File: config.mk
export PLATFORM = sky130hd
export DESIGN_NAME = booth_multiplier
export DESIGN_NICKNAME = d
export VERILOG_FILES = /design/src/rtl/booth_multiplier.sv
export SDC_FILE = /design/constraint.sdc
export NUM_CORES = 1
export LEC_CHECK = 0
export BUFFER_PORTS_ARGS = -buffer_cell sky130_fd_sc_hd__buf_2
export CELL_PAD_IN_SITES_DETAIL_PLACEMENT = 1
export CELL_PAD_IN_SITES_GLOBAL_PLACEMENT = 2
export CORE_ASPECT_RATIO = 1.25
export CORE_UTILIZATION = 38
export DETAILED_ROUTE_END_ITERATION = 12
export PLACE_DENSITY_LB_ADDON = 0.08
export SYNTH_ARGS = -nofsm -noshare
export SYNTH_HDL_FRONTEND = slang
export SYNTH_SLANG_ARGS = --single-unit
File: constraint.sdc
create_clock -name clk -period 10.4 [get_ports clk]
set_clock_uncertainty 0.05 [all_clocks]
set_input_delay 2.08 -clock clk [delete_from_list [all_inputs] [get_ports clk]]
set_output_delay 2.08 -clock clk [all_outputs]
set_load 0.005 [all_outputs]
File: src/rtl/booth_multiplier.sv
// Sequential signed 16x16 -> 32-bit multiplier, radix-2 Booth recoding,
// one recoding step per clock. A controller FSM (IDLE/CALC/DONE) sequences
// a datapath built from accumulator A, multiplier shift register Q, the
// Booth history bit q_1, the multiplicand register M and a step counter.
module booth_multiplier (
    input  logic               clk,
    input  logic               rst,
    input  logic signed [15:0] in1,
    input  logic signed [15:0] in2,
    input  logic               start,
    output logic signed [31:0] out,
    output logic               done
);

    typedef enum logic [1:0] {
        S_IDLE = 2'd0,
        S_CALC = 2'd1,
        S_DONE = 2'd2
    } state_t;

    state_t state_q, state_d;

    // Datapath state. A carries one guard bit so that A - M cannot overflow
    // when the multiplicand is -32768.
    logic signed [16:0] a_q,   a_d;
    logic        [15:0] q_q,   q_d;
    logic               q1_q,  q1_d;
    logic signed [16:0] m_q,   m_d;
    logic        [4:0]  cnt_q, cnt_d;
    logic signed [31:0] out_q, out_d;
    logic               done_q, done_d;

    // Controller outputs steering the datapath.
    logic load_op;
    logic step_en;
    logic last_step;

    // Result of one Booth step applied to the current {A,Q,q_1}.
    logic [33:0] step_res;

    // One Booth recoding step: add/subtract M according to {Q[0],q_1}, then
    // arithmetic-shift the concatenation {A,Q,q_1} right by one.
    // Packing of the return value: [33:17] = A, [16:1] = Q, [0] = q_1.
    function automatic logic [33:0] booth_step(
        input logic signed [16:0] a,
        input logic        [15:0] q,
        input logic               q1,
        input logic signed [16:0] m
    );
        logic signed [16:0] sum;
        case ({q[0], q1})
            2'b01:   sum = a + m;
            2'b10:   sum = a - m;
            default: sum = a;
        endcase
        return {sum[16], sum, q};
    endfunction

    // Controller state register.
    always_ff @(posedge clk or posedge rst) begin
        if (rst) begin
            state_q <= S_IDLE;
        end else begin
            state_q <= state_d;
        end
    end

    // Controller next-state logic; start is only honoured outside CALC.
    always_comb begin
        state_d = state_q;
        case (state_q)
            S_IDLE: begin
                if (start) begin
                    state_d = S_CALC;
                end
            end
            S_CALC: begin
                if (cnt_q == 5'd1) begin
                    state_d = S_DONE;
                end
            end
            S_DONE: begin
                if (start) begin
                    state_d = S_CALC;
                end
            end
            default: state_d = S_IDLE;
        endcase
    end

    // Controller outputs: operand load, per-cycle step, final step.
    always_comb begin
        load_op   = 1'b0;
        step_en   = 1'b0;
        last_step = 1'b0;
        case (state_q)
            S_IDLE:  load_op = start;
            S_DONE:  load_op = start;
            S_CALC: begin
                step_en   = 1'b1;
                last_step = (cnt_q == 5'd1);
            end
            default: begin
                load_op = 1'b0;
            end
        endcase
    end

    // Datapath next-state: capture operands, iterate, publish the product.
    always_comb begin
        a_d      = a_q;
        q_d      = q_q;
        q1_d     = q1_q;
        m_d      = m_q;
        cnt_d    = cnt_q;
        out_d    = out_q;
        done_d   = done_q;
        step_res = booth_step(a_q, q_q, q1_q, m_q);
        if (load_op) begin
            a_d    = 17'sd0;
            q_d    = in2;
            q1_d   = 1'b0;
            m_d    = {in1[15], in1};
            cnt_d  = 5'd16;
            done_d = 1'b0;
        end else if (step_en) begin
            a_d   = step_res[33:17];
            q_d   = step_res[16:1];
            q1_d  = step_res[0];
            cnt_d = cnt_q - 5'd1;
            if (last_step) begin
                // Product is the low 16 bits of A followed by Q, post-shift.
                out_d  = {step_res[32:17], step_res[16:1]};
                done_d = 1'b1;
            end
        end
    end

    // Datapath registers; reset aborts any operation in flight.
    always_ff @(posedge clk or posedge rst) begin
        if (rst) begin
            a_q    <= 17'sd0;
            q_q    <= 16'd0;
            q1_q   <= 1'b0;
            m_q    <= 17'sd0;
            cnt_q  <= 5'd0;
            out_q  <= 32'sd0;
            done_q <= 1'b0;
        end else begin
            a_q    <= a_d;
            q_q    <= q_d;
            q1_q   <= q1_d;
            m_q    <= m_d;
            cnt_q  <= cnt_d;
            out_q  <= out_d;
            done_q <= done_d;
        end
    end

    assign out  = out_q;
    assign done = done_q;

endmodule

# --- After elaboration in Yosys (flattened, before gate mapping) ---
# Cells that the tools add are included.
totals:
  ff_bits: 90
  latchBits: 0
  ramBits: 0
  rom_bits: 0
  inputBits: 35
  out_inout_bits: 33
  word_cells: 44
  mem_count: 0
op_classes:
  n_addsub: 3
  multipliers: 0
  div: 0
  magnitude_cmp: 0
  n_eq_ne: 7
  n_shift: 0
  mux: 18
  bitwise_logic: 1
  reduce_logical: 7
ops:
  columns: ["op", "n"]
  rows:
  - ["$mux W17", 2]
  - ["$pmux W17 S2", 1]
  - ["$mux W16", 2]
  - ["$add A17 B16 Y17", 1]
  - ["$sub A17 B16 Y17", 1]
  - ["$mux W5", 2]
  - ["$mux W1", 8]
  - ["$eq A5 B1 Y1 const B", 1]
  - ["$sub A5 B1 Y5 const B", 1]
  - ["$eq A2 B1 Y1 const B", 2]
  - ["$eq A2 B2 Y1 const B", 2]
  - ["$mux W2", 2]
  - ["$pmux W2 S2", 1]
  - ["$reduce_and A2 Y1", 2]
  - ["$reduce_bool A2 Y1", 2]
  - ["$reduce_and A3 Y1", 1]
  - ["$logic_not A2 Y1", 1]
  - ["$ne A2 B1 Y1 const B", 1]
  - ["$ne A2 B2 Y1 const B", 1]
  - ["$reduce_or A2 Y1", 1]
  - ["$not A1 Y1", 1]

# --- Depth between registers and ports, before layout ---
depth:
  ltp_word: 5
  depth_mapped: 15
  mapped_depth_nobuf: 14

# --- Worst setup path before layout ---
# No wires, ideal clock.
synth_timing:
  kind: "register to register"
  startpoint: "register m_q[3]"
  endpoint: "register a_q[15]"
  t_arrival_ns: 3.561
  path_slack_ns: 6.661
  path_stages_with_launch: 14
  cell_sequence: "dfrtp_1 -> or3_4 -> or3_1 -> nor4_1 -> a21oi_1 -> xnor2_1 -> ha_1 -> nand3_1 -> o2bb2ai_2 -> or3_4 -> o221ai_4 -> a21oi_1 -> or4b_1 -> mux2i_1"
synth_via:
  elab_chain_cells: 4
  elab_cells_between_ends: 5
  classes_between: "2 x add/sub; 3 x mux"
synth_lines:
  columns: ["element", "line_no", "source"]
  rows:
  - ["from (decl)", "28", "logic signed [16:0] m_q, m_d;"]
  - ["from (signal assigned)", "153", "m_q <= m_d;"]
  - ["$sub A17 B16 Y17 or $add A17 B16 Y17 (tied branches)", "53, 52", null]
  - ["$pmux W17 S2 *", "51", "case ({q[0], q1})"]
  - ["$mux W17 *", "126", "end else if (step_en) begin"]
  - ["$mux W17 *", "119", "if (load_op) begin"]
  - ["to (signal assigned)", "142", "a_q <= 17'sd0;"]
  - ["to (signal assigned)", "150", "a_q <= a_d;"]
  - ["to (decl)", "25", "logic signed [16:0] a_q, a_d;"]
# Every way passes the cells marked *; elsewhere a longest branch is shown, timed or not. The select of a mux whose other input is x is not followed.
# A chain may end at the register's enable or synchronous reset.

# --- Worst setup path after layout ---
# Same ends and word-level chain as after synthesis.

==> flow_metrics.tcl <==
set metrics [dict create \
    status "complete, no violations" \
    nNetsFinal 645 \
    clkSlewWorstSetupHoldPaths_ps 70 \
    cp_max_fo 6 \
    viasPerCell 5.25 \
    critPathLaunch "m_q[3]" \
    crit_type "reg2reg" \
    dpl_cell_area_sq_mm 0.00529 \
    r2r_slack_ps 6330 \
    layout-drive-gt1-share_pct 18.0 \
    diodes 0 \
    portBuffers 67 \
    final_max_slew_viol_count 0 \
    gp_congestion 0.859 \
    wl_per_cell_microns 17.3 \
    place_ws_ps 6300 \
    rsz0062_at_grt "no" \
    drcViolationCount 0 \
    critPathSlowestCell "or4b_1" \
    htree_levels 3 \
    layout_min_cycle_time_ps 4070 \
    synth_cell_types 52 \
    synth_area_per_cell_sq_um 9.00 \
    synth_common_cells "nand2_1, dfrtp_1, nor2_1" \
    fmax_ghz 0.246 \
    cts_hold_buffers 0 \
    worstPathArrival_ps 4230 \
    fin_crit_sh_pct 39.2 \
    cts_buffers 9 \
    clock_sinks 89 \
    fin_tns_setup_ps 0 \
    rr_worst_depth 13 \
    cpPeakStageDelay_ps 450 \
    insertion_delay_ps 330 \
    hold_violations 0 \
    grt-ovfl-total 0 \
    first_pass_iters 4 \
    grt_antenna_before_repair 0 \
    cp.required_ps 10560 \
    critPathCaptureType "register" \
    relSlewSlack_pct 32.7 \
    ys_seq_elements 89 \
    grt_pass1_vias 4308 \
    grt_max_degree 60 \
    post_cts_resized 0 \
    yosysTopAreaCell "dfrtp_1" \
    grt_usage_pct 22.1 \
    wirelength_microns 13100 \
    routed-via-count 3979 \
    chipWidth_microns 103 \
    fp.dieH_microns 128 \
    setup_ws_ps 6330 \
    async_flop_share_pct 100 \
    die_area_sq_mm 0.0131 \
    ys_seq_area_share_pct 46.3 \
    tritoncts "done" \
    dp_hpwl_microns 9230 \
    worst_slew_pin_slew_ps 1010 \
    r2r-end "a_q[15]" \
    cpMostUsedCell "a21oi_1" \
    r2r_start "m_q[3]" \
    yosys-top-cells-area "dfrtp_1, nand2_1, ha_1" \
    post-route-cell-area_sq_mm 0.00557 \
    synthCells 534 \
    yosys_warnings 0 \
    cts-root-buf "clkbuf_16" \
    worstSetupStartpointType "register" \
    synth_top_area_share_pct 46.3 \
    yosysMostFrequentCell "nand2_1" \
    drv_cap 0 \
    drtIter0Drc 190 \
    cts_setup_buffers 0 \
    fp-row-count 45 \
    start_util_pct 39.3 \
    core_region_area_sq_mm 0.0122 \
    finalSetupViolCount 0 \
    ys.flop_type "dfrtp_1" \
    synth_edf_count 0 \
    hold_path.class "reg2reg" \
    cp-endpoint "a_q[15]" \
    cts.path.max_buffers 2 \
    ios 68 \
    crit_chain "or3_4 > or3_1 > nor4_1 > a21oi_1 > xnor2_1 > ha_1 > and3_1 > o2111ai_1 > a21oi_1 > o221ai_4 > nand3_2 > or4b_1 > mux2i_1" \
    syn_nets 590 \
    grt_pass1_wl_microns 22100 \
    synthToLayoutAreaGrowth_pct 15.8 \
    ant_nets 0 \
    syn_area_sq_mm 0.00481 \
]
-- worst min-delay path by stage --
stage                       start  endpoint  slack, ps  cells after the start
after global placement     out[8]    out[8]        400                      2
after CTS                 out[14]   out[14]        430                      2
final                        done      done        420                      2
after global routing      out[11]   out[11]        460                      2
after floorplan            q_q[1]    out[0]        410                      2
after detailed placement   out[7]    out[7]        410                      2
-- logic make-up after synthesis --
group	after synthesis	synth area share, %
flip-flops	89	46.3
buffers and inverters	42	3.44
adder cells (fa/ha/maj)	21	5.62
multiplexers	14	3.23
XOR/XNOR	25	4.55
AO/OA/AOI/OAI	115	16.1
AND/OR/NAND/NOR	228	20.7
-- stage by stage --
stage               cells  hold WS [ps]  util (%)
CTS                   758           433      45.6
global route          758           456      45.6
global placement      742           403      43.3
finish                758           424      45.6
detailed placement    742           407      43.3
floorplan             534           411         -
-- layout make-up --
cell class | instances | area (sq um)
well taps | 164 | 205
repair buffers | 72 | 373
flip-flops and latches | 89 | 2230
fillers | 1465 | 6650
clock buffers | 10 | 239
inverters | 14 | 53.8
clock inverters | 6 | 40.0
multi-input cells | 403 | 2430
-- placed cells by master, fill, tap and decap left out, drive strengths merged, types with 2 or more instances in the layout --
cell    synthesis  layout
ha             20      20
o21ai          31      31
clkbuf         24      10
nand2b          6       6
nor2           26      26
or3             5       5
inv            14      15
o21a            3       3
a22o           10      10
nand3           9       9
nand2         154     154
a21oi          23      23
nor3            9       9
nor4            2       2
buf             4      72
xnor2          22      22
a31oi           8       8
dfrtp          89      89
nor2b           5       5
xor2            3       3
clkinv          0       4
a22oi          17      17
and3            4       4
nor4b           2       2
a21o            8       8
a211oi          2       2
mux2           12      12
nor3b           3       3
mux2i           2       2
-- critical path: cells and delay by family (launching register included) --
family,cells,cell delay [ps]
AND/OR/NAND/NOR,6,2030
AO/OA/AOI/OAI,4,750
flip-flops,1,420
adder cells (fa/ha/maj),1,400
XOR/XNOR,1,170
multiplexers,1,140
-- layer usage --
layer,global-route usage [%],wire length (microns),vias up
li1,-,-,1939
met1,27.7,5860,1963
met2,38.1,6630,64
met3,3.98,383,13
met4,7.23,242,0
met5,0,0,-
-- flip-flops by register name (all words and copies together), names as in the netlist --
name     count
a_q         16
m_q         16
cnt_q        5
q_q         16
done         1
q1_q         1
state_q      2
out         32
Power is not shown: default switching activity piles up to over one toggle a cycle in this logic, so the estimate is an artifact.
